## src/rtl/mem_arbiter_if.sv

```systemverilog
// Request/response and memory-side bundle for mem_arbiter.
// slave = arbiter view, master = requesters plus memory macro view.
interface mem_arbiter_if #(
   parameter int AW = 32,
   parameter int DW = 32
);
   logic          c_req;
   logic          c_we;
   logic [AW-1:0] c_addr;
   logic [DW-1:0] c_wdata;
   logic [DW-1:0] c_rdata;
   logic          c_ack;

   logic          d_req;
   logic          d_we;
   logic [AW-1:0] d_addr;
   logic [DW-1:0] d_wdata;
   logic [DW-1:0] d_rdata;
   logic          d_ack;

   logic          mem_en;
   logic          mem_we;
   logic [AW-1:0] mem_addr;
   logic [DW-1:0] mem_wdata;
   logic [DW-1:0] mem_rdata;

   logic          busy;
   logic          owner;

   modport slave (
      input  c_req, c_we, c_addr, c_wdata,
      input  d_req, d_we, d_addr, d_wdata,
      input  mem_rdata,
      output c_rdata, c_ack, d_rdata, d_ack,
      output mem_en, mem_we, mem_addr, mem_wdata,
      output busy, owner
   );

   modport master (
      output c_req, c_we, c_addr, c_wdata,
      output d_req, d_we, d_addr, d_wdata,
      output mem_rdata,
      input  c_rdata, c_ack, d_rdata, d_ack,
      input  mem_en, mem_we, mem_addr, mem_wdata,
      input  busy, owner
   );
endinterface

```

## src/rtl/mem_arbiter.sv

```systemverilog
// CPU/secondary memory arbiter: one access per LAT+2 cycles, ack pulse in cycle LAT+1, no pre-emption.
// Ties go to the CPU unless MEM_ARB_RR_EN is defined, which selects round-robin.
module mem_arbiter #(
   parameter int AW  = 32,
   parameter int DW  = 32,
   parameter int LAT = 2
) (
   input  logic         clk,
   input  logic         rst,
   mem_arbiter_if.slave bus
);
   localparam int            CW       = $clog2(LAT + 1);
   localparam logic [CW-1:0] CNT_INIT = CW'(LAT - 1);

   typedef enum logic [1:0] {
      IDLE   = 2'd0,
      ACCESS = 2'd1,
      DONE   = 2'd2
   } state_t;

   state_t        state_q, state_d;
   logic [CW-1:0] cnt_q, cnt_d;
   logic          we_q, we_d;
   logic [AW-1:0] addr_q, addr_d;
   logic [DW-1:0] wdata_q, wdata_d;
   logic          owner_q, owner_d;
   logic [DW-1:0] c_rdata_q, c_rdata_d;
   logic [DW-1:0] d_rdata_q, d_rdata_d;
   logic          sel_sec;

`ifdef MEM_ARB_RR_EN
   logic last_q, last_d;

   // On a tie the port that was not served last wins.
   assign sel_sec = bus.d_req & (~bus.c_req | ~last_q);
`else
   assign sel_sec = bus.d_req & ~bus.c_req;
`endif

   always_comb begin
      state_d   = state_q;
      cnt_d     = cnt_q;
      we_d      = we_q;
      addr_d    = addr_q;
      wdata_d   = wdata_q;
      owner_d   = owner_q;
      c_rdata_d = c_rdata_q;
      d_rdata_d = d_rdata_q;
`ifdef MEM_ARB_RR_EN
      last_d    = last_q;
`endif
      case (state_q)
         IDLE: begin
            if (bus.c_req || bus.d_req) begin
               owner_d = sel_sec;
               we_d    = sel_sec ? bus.d_we    : bus.c_we;
               addr_d  = sel_sec ? bus.d_addr  : bus.c_addr;
               wdata_d = sel_sec ? bus.d_wdata : bus.c_wdata;
               cnt_d   = CNT_INIT;
               state_d = ACCESS;
`ifdef MEM_ARB_RR_EN
               last_d  = sel_sec;
`endif
            end
         end
         ACCESS: begin
            if (cnt_q == '0) begin
               if (!we_q) begin
                  if (owner_q) d_rdata_d = bus.mem_rdata;
                  else         c_rdata_d = bus.mem_rdata;
               end
               state_d = DONE;
            end else begin
               cnt_d = cnt_q - CW'(1);
            end
         end
         DONE:    state_d = IDLE;
         default: state_d = IDLE;
      endcase
   end

   always_ff @(posedge clk or posedge rst) begin
      if (rst) begin
         state_q   <= IDLE;
         cnt_q     <= '0;
         we_q      <= 1'b0;
         addr_q    <= '0;
         wdata_q   <= '0;
         owner_q   <= 1'b0;
         c_rdata_q <= '0;
         d_rdata_q <= '0;
`ifdef MEM_ARB_RR_EN
         last_q    <= 1'b1;
`endif
      end else begin
         state_q   <= state_d;
         cnt_q     <= cnt_d;
         we_q      <= we_d;
         addr_q    <= addr_d;
         wdata_q   <= wdata_d;
         owner_q   <= owner_d;
         c_rdata_q <= c_rdata_d;
         d_rdata_q <= d_rdata_d;
`ifdef MEM_ARB_RR_EN
         last_q    <= last_d;
`endif
      end
   end

   // Counter sits at LAT-1 only in the first ACCESS cycle, giving a single write strobe.
   assign bus.mem_en    = (state_q == ACCESS);
   assign bus.mem_we    = (state_q == ACCESS) && we_q && (cnt_q == CNT_INIT);
   assign bus.mem_addr  = addr_q;
   assign bus.mem_wdata = wdata_q;
   assign bus.c_rdata   = c_rdata_q;
   assign bus.d_rdata   = d_rdata_q;
   assign bus.c_ack     = (state_q == DONE) && !owner_q;
   assign bus.d_ack     = (state_q == DONE) && owner_q;
   assign bus.busy      = (state_q != IDLE);
   assign bus.owner     = owner_q;
endmodule
```

## src/flat_wrapper.sv

```systemverilog
// flat-port wrapper written by rule: the top's interface ports become plain ports
module mem_arbiter_flat 
#(
   parameter int AW  = 32,
   parameter int DW  = 32,
   parameter int LAT = 2
)
  (clk, rst, bus_c_req, bus_c_we, bus_c_addr, bus_c_wdata, bus_d_req, bus_d_we, bus_d_addr, bus_d_wdata, bus_mem_rdata, bus_c_rdata, bus_c_ack, bus_d_rdata, bus_d_ack, bus_mem_en, bus_mem_we, bus_mem_addr, bus_mem_wdata, bus_busy, bus_owner);
  mem_arbiter_if #(.AW(AW), .DW(DW)) bus_i ();
  input  logic clk;
  input  logic rst;
  input wire logic [$bits(bus_i.c_req)-1:0] bus_c_req;
  input wire logic [$bits(bus_i.c_we)-1:0] bus_c_we;
  input wire logic [$bits(bus_i.c_addr)-1:0] bus_c_addr;
  input wire logic [$bits(bus_i.c_wdata)-1:0] bus_c_wdata;
  input wire logic [$bits(bus_i.d_req)-1:0] bus_d_req;
  input wire logic [$bits(bus_i.d_we)-1:0] bus_d_we;
  input wire logic [$bits(bus_i.d_addr)-1:0] bus_d_addr;
  input wire logic [$bits(bus_i.d_wdata)-1:0] bus_d_wdata;
  input wire logic [$bits(bus_i.mem_rdata)-1:0] bus_mem_rdata;
  output wire logic [$bits(bus_i.c_rdata)-1:0] bus_c_rdata;
  output wire logic [$bits(bus_i.c_ack)-1:0] bus_c_ack;
  output wire logic [$bits(bus_i.d_rdata)-1:0] bus_d_rdata;
  output wire logic [$bits(bus_i.d_ack)-1:0] bus_d_ack;
  output wire logic [$bits(bus_i.mem_en)-1:0] bus_mem_en;
  output wire logic [$bits(bus_i.mem_we)-1:0] bus_mem_we;
  output wire logic [$bits(bus_i.mem_addr)-1:0] bus_mem_addr;
  output wire logic [$bits(bus_i.mem_wdata)-1:0] bus_mem_wdata;
  output wire logic [$bits(bus_i.busy)-1:0] bus_busy;
  output wire logic [$bits(bus_i.owner)-1:0] bus_owner;
  assign bus_i.c_req = bus_c_req;
  assign bus_i.c_we = bus_c_we;
  assign bus_i.c_addr = bus_c_addr;
  assign bus_i.c_wdata = bus_c_wdata;
  assign bus_i.d_req = bus_d_req;
  assign bus_i.d_we = bus_d_we;
  assign bus_i.d_addr = bus_d_addr;
  assign bus_i.d_wdata = bus_d_wdata;
  assign bus_i.mem_rdata = bus_mem_rdata;
  assign bus_c_rdata = bus_i.c_rdata;
  assign bus_c_ack = bus_i.c_ack;
  assign bus_d_rdata = bus_i.d_rdata;
  assign bus_d_ack = bus_i.d_ack;
  assign bus_mem_en = bus_i.mem_en;
  assign bus_mem_we = bus_i.mem_we;
  assign bus_mem_addr = bus_i.mem_addr;
  assign bus_mem_wdata = bus_i.mem_wdata;
  assign bus_busy = bus_i.busy;
  assign bus_owner = bus_i.owner;
  mem_arbiter #(.AW(AW), .DW(DW), .LAT(LAT)) u_core (.clk(clk), .rst(rst), .bus(bus_i));
endmodule
```

## config.mk

```make
export PLATFORM = sky130hd
export DESIGN_NAME = mem_arbiter_flat
export DESIGN_NICKNAME = d
export VERILOG_FILES = /design/src/rtl/mem_arbiter_if.sv /design/src/rtl/mem_arbiter.sv /design/src/flat_wrapper.sv
export SDC_FILE = /design/constraint.sdc
export NUM_CORES = 1
export LEC_CHECK = 0
export BUFFER_PORTS_ARGS = -buffer_cell sky130_fd_sc_hd__buf_2
export CAP_MARGIN = 30
export CORE_ASPECT_RATIO = 0.6
export CORE_UTILIZATION = 41
export DETAILED_ROUTE_END_ITERATION = 10
export GPL_TIMING_DRIVEN = 0
export HOLD_SLACK_MARGIN = 0.05
export PLACE_DENSITY_LB_ADDON = 0.1
export SYNTH_ARGS = -nofsm -noshare
export SYNTH_HDL_FRONTEND = slang
export SYNTH_SLANG_ARGS = --single-unit
```

## constraint.sdc

```tcl
create_clock -name clk -period 3.67 [get_ports clk]
set_clock_uncertainty 0.2 [all_clocks]
set_input_delay 0 -clock clk [delete_from_list [all_inputs] [get_ports clk]]
set_output_delay 0 -clock clk [all_outputs]
set_load 0.005 [all_outputs]
```

Word-level counts from Yosys, hierarchy flattened

Index checks and enable logic that the tools add are counted.

$add $sub $neg: 1
Bitwise operators: 4
Multiplexer cells: 8
Reductions and logical operators: 15
Equality and inequality tests: 6

Operators by type and width:

| cell                  | count |
|---|---|
| $mux W32              | 2 |
| $pmux W2 S2           | 2 |
| $reduce_and A4 Y1     | 2 |
| $mux W2               | 3 |
| $eq A2 B1 Y1 const B  | 2 |
| $logic_and A1 B1 Y1   | 4 |
| $logic_not A2 Y1      | 2 |
| $ne A2 B1 Y1 const B  | 2 |
| $reduce_and A2 Y1     | 2 |
| $reduce_bool A2 Y1    | 2 |
| $not A1 Y1            | 3 |
| $reduce_and A3 Y1     | 1 |
| $eq A2 B2 Y1 const B  | 1 |
| $ne A2 B2 Y1 const B  | 1 |
| $sub A2 B1 Y2 const B | 1 |
| $and A1 B1 Y1         | 1 |
| $logic_not A1 Y1      | 1 |
| $logic_or A1 B1 Y1    | 1 |
| $mux W1               | 1 |

Bits in registers: 134
Logic and storage cells: 42
Output and inout bits: 134
Input bits: 166

Depth between registers and ports, before layout

Word-level depth: 3
Mapped depth: 6
Gate-level depth less buffers: 5

Least setup slack after synthesis

OpenSTA, ideal clock, no wires.

Kind: register -> register
Start: register u_core.cnt_q[0]
End: register u_core.c_rdata_q[0], in the netlist u_core.bus.c_rdata[0]
Setup time: 125 ps
Setup slack: 1919 ps
Data required time: 3345 ps
Stages on the path, launching flop included: 7
Clock period less this slack: 1751 ps
Path buffers: 2
Data arrival time: 1425 ps
Cells stage by stage: dfrtp_1 > inv_1 > ha_1 > and4bb_1 > buf_4 > buf_8 > mux2_4

Cells in the longest elaborated chain, start to end: 2

Ends and longest elaborated chain:

| item                        | line               | RTL |
|---|---|---|
| start, declared             | mem_arbiter.sv:22  | `logic [CW-1:0] cnt_q, cnt_d;` |
| start signal, assigned      | mem_arbiter.sv:97  | `cnt_q <= cnt_d;` |
| $logic_not A2 Y1            | mem_arbiter.sv:67  | `if (cnt_q == '0) begin` |
| $reduce_and A4 Y1 (no line) | -                  |  |
| end signal, assigned        | mem_arbiter.sv:102 | `c_rdata_q <= c_rdata_d;` |
| end, declared               | mem_arbiter.sv:27  | `logic [DW-1:0] c_rdata_q, c_rdata_d;` |

No other way between the ends.
A chain may end at the register's enable or synchronous reset.

Final worst setup path

Start: register u_core.state_q[1]
End: register u_core.owner_q, in the netlist u_core.bus.owner

Cells in the longest elaborated chain, start to end: 2

Ends and longest elaborated chain:

| item                        | line               | RTL |
|---|---|---|
| start, declared             | mem_arbiter.sv:21  | `state_t state_q, state_d;` |
| start signal, assigned      | mem_arbiter.sv:96  | `state_q <= state_d;` |
| $logic_not A2 Y1            | mem_arbiter.sv:52  | `case (state_q)` |
| $reduce_and A2 Y1 (no line) | -                  |  |
| end signal, assigned        | mem_arbiter.sv:101 | `owner_q <= owner_d;` |
| end, declared               | mem_arbiter.sv:26  | `logic owner_q, owner_d;` |

No other way between the ends.

==> flow_summary_export.csv <==
group,metric,value,unit
floorplanning,initial_core_util,42.5,%
drt,finalWirelength,18900,µm
drt,drt-initial-drc-count,209,
synth,ys_seq_area_share,57.1,%
placement,dpl-instance-area,7670,µm²
worst_setup_path,rrSetupSlack,1.18,ns
timing,fmax,402,MHz
timing,fin_crit,2.49,ns
placement,gp_congestion,0.795,
placement,place_hpwl,12500,µm
timing,setup_tns,0,ns
worst_setup_path,crit_end,"u_core.bus.owner",
timing,fin_ws,1.18,ns
synth,ys.flop_type,"dfrtp_1",
drt,drc,0,
global_route,grt_pass1_vias,5785,
drt,vias,5619,
global_route,grt_max_degree,43,
drt,wl_per_cell,16.5,µm
timing,rsz0062_at_grt,"false",
global_route,antenna_found_initial,0,
drt,viasPerCell,4.90,
pwr,switching_share,33.8,%
hold_path,hold_path_class,"in2reg",
cells_and_area,utilization,71.6,%
cells_and_area,fin_nets,1109,
pwr,p_leak,4.72,nW
run,drv_cap,0,
worst_setup_path,startpoint,"u_core.state_q[1]",
timing,fin_crit_sh,67.9,%
global_route,grt_overflow_total,0,
synth,synthMuxAreaShare,25.4,%
placement,place_ws,1.57,ns
timing,slew_headroom,61.7,%
pwr,intPower,4.64,mW
worst_setup_path,worstSetupStartpointType,"flop",
worst_setup_path,crit_path_end_kind,"flop",
synth,synth-compound-area-share,11.5,%
pwr,peakVddDrop,337,µV
global_route,globalRouteTotalUtil,25.7,%
synth,yosys.area_share.simple,1.70,%
cells_and_area,final_cell_area,9900,µm²
synth,ys_ff_latch,134,
pwr,seqPwrFrac,37.5,%
clocking,clkLatencyLatePin,0.40,ns
drt,dr.pass1.iters,4,
global_route,grt_pass1_wl,29100,µm
timing,hold_violations,0,
timing,setup_viol,0,
clocking,root_buffer,"clkbuf_16",
synth,synth_cell_types,23,
synth,synth_xor_area_share,0,%
floorplanning,die_height,94.7,µm
clocking,clk_pin_slew,0.06,ns
clocking,cts_setup_buffers,0,
worst_setup_path,crit_arrival,2.57,ns
floorplanning,die_x,156,µm
timing,worst_pin_slew,0.573,ns
worst_setup_path,reg2reg_to,"u_core.bus.owner",
worst_setup_path,reg2reg_from,"u_core.state_q[1]",
pwr,p_total,7.01,mW
floorplanning,die-area,14800,µm²
synth,synth_fp_nets,622,
worst_setup_path,cp.required,3.75,ns
floorplanning,core_area,13800,µm²
synth,synth_area,5870,µm²
synth,synth_top_family_by_area,"multiplexers",
synth,async_flop_share,100,%
synth,synthAdderAreaFrac,0.426,%
cells_and_area,drive_above_1_share,44.1,%
synth,ys_warn_count,0,
cells_and_area,n_antenna_cell,0,
placement,io_buffers,299,
cells_and_area,synthToLayoutAreaGrowth,68.6,%
floorplanning,fp-row-count,33,
outcome,outcome,"finished, final reports clean",
worst_setup_path,r2r_cells,5,
clocking,cts_max_level,4,
pwr,p_clk_share,23.1,%
drt,ant_nets,0,
pwr,power_frac_comb,39.3,%
clocking,cts.sinks,134,
floorplanning,ioPinCount,300,
clocking,cts_buffers,17,
synth,netlist_instances,454,
pwr,netSwitchingPower,2.37,mW
pwr,p_per_area,708,nW/µm²
synth,syn_area_per_cell,12.9,µm²
clocking,cts_tree,"yes",
worst_setup_path,worstPathMaxFanout,10,
clocking,clock_tree.buffer_depth,2,
worst_setup_path,crit_type,"reg2reg",
synth,synth_edf_count,0,
timing,drv_slew,0,
clocking,post_cts_resized,0,
-- cells in the mapped netlist, drive strengths merged, types with 2 or more instances --
library cell / instances / area [µm²]
a21oi: 133 / 666
ha: 2 / 25.0
nor3b: 2 / 15.0
nor2b: 2 / 20.0
mux2i: 66 / 661
and2: 2 / 12.5
buf: 24 / 158
clkbuf: 12 / 45.0
dfrtp: 134 / 3350
mux2: 64 / 833
inv: 6 / 22.5
-- cells in the final DEF (no fill, tap or decap), types with 4 or more instances in the layout --
master / synthesis / routed
buf_2: 18 / 317
dlygate4sd3_1: 0 / 166
dfrtp_1: 134 / 134
a21oi_1: 133 / 133
mux2i_1: 66 / 66
mux2_2: 31 / 31
mux2_4: 30 / 30
clkbuf_16: 0 / 17
clkbuf_1: 12 / 13
inv_1: 6 / 5
clkinvlp_4: 0 / 5
inv_6: 0 / 4
-- what timing repair did --
item                                   CTS  global route
setup endpoints to repair                0             0
endpoints found under the hold margin  182             0
hold buffers                           166             0
-- through the flow --
step | hold slack, ns | instances
final | 0.166 | 1146
after global routing | 0.161 | 1146
after CTS | 0.151 | 1146
after detailed placement | -0.122 | 948
after global placement | -0.00133 | 945
after floorplan | -0.114 | 454
-- state kept, by name, summed over array words and instances (netlist names) --
name                  count
u_core.bus.mem_addr      32
u_core.cnt_q              2
u_core.bus.c_rdata       32
u_core.we_q               1
u_core.bus.d_rdata       32
u_core.state_q            2
u_core.bus.mem_wdata     32
u_core.bus.owner          1
-- final cells by class --
class | instances | area (µm²)
Clock inverter | 13 | 123
Clock buffer | 19 | 443
Multi-Input combinational cell | 278 | 2290
Timing Repair Buffer | 468 | 3220
Inverter | 6 | 26.3
Sequential cell | 134 | 3350
Fill cell | 958 | 3930
Buffer | 36 | 203
Tap cell | 192 | 240
-- power by group through the flow --
stage	clock (mW)	sequential, mW	combinational [mW]
after floorplan	0	2.67	1.30
after global placement	0	2.59	2.51
after detailed placement	0	2.62	2.59
after CTS	1.66	2.61	2.76
after global routing	1.74	2.72	3.03
final	1.62	2.63	2.76
-- kinds of logic after synthesis --
| family | count (synthesis) |
|---|---|
| simple gates | 12 |
| buf+inv | 42 |
| mux | 130 |
| compound gates | 134 |
| fa+ha+maj | 2 |
| flops | 134 |
-- layer usage --
metal / routed length [µm] / GRT usage (%)
met1: 7800 / 30.8
met2: 9690 / 44.9
met3: 1090 / 6.06
met4: 298 / 10.3
met5: 0 / 0
-- how the worst min path moves through the flow --
stage / startpoint / to / cells past startpoint
6_report: bus_mem_rdata[20] / u_core.bus.d_rdata[20] / 3
5_1_grt: bus_mem_rdata[20] / u_core.bus.d_rdata[20] / 3
4_1_cts: bus_mem_rdata[27] / u_core.bus.c_rdata[27] / 3
3_5_place_dp: rst / u_core.bus.c_rdata[10] / 2
3_3_place_gp: bus_c_req / u_core.bus.owner / 2
2_1_floorplan: bus_c_req / u_core.bus.owner / 1
-- critical path, cell delays in order, from the launching register on --
cell	delay, ns
dfrtp_1	0.44
nor2_1	0.49
buf_2	0.33
buf_2	0.27
a21oi_1	0.09
dlygate4sd3_1	0.55
Power figures use the tool's default switching activity.
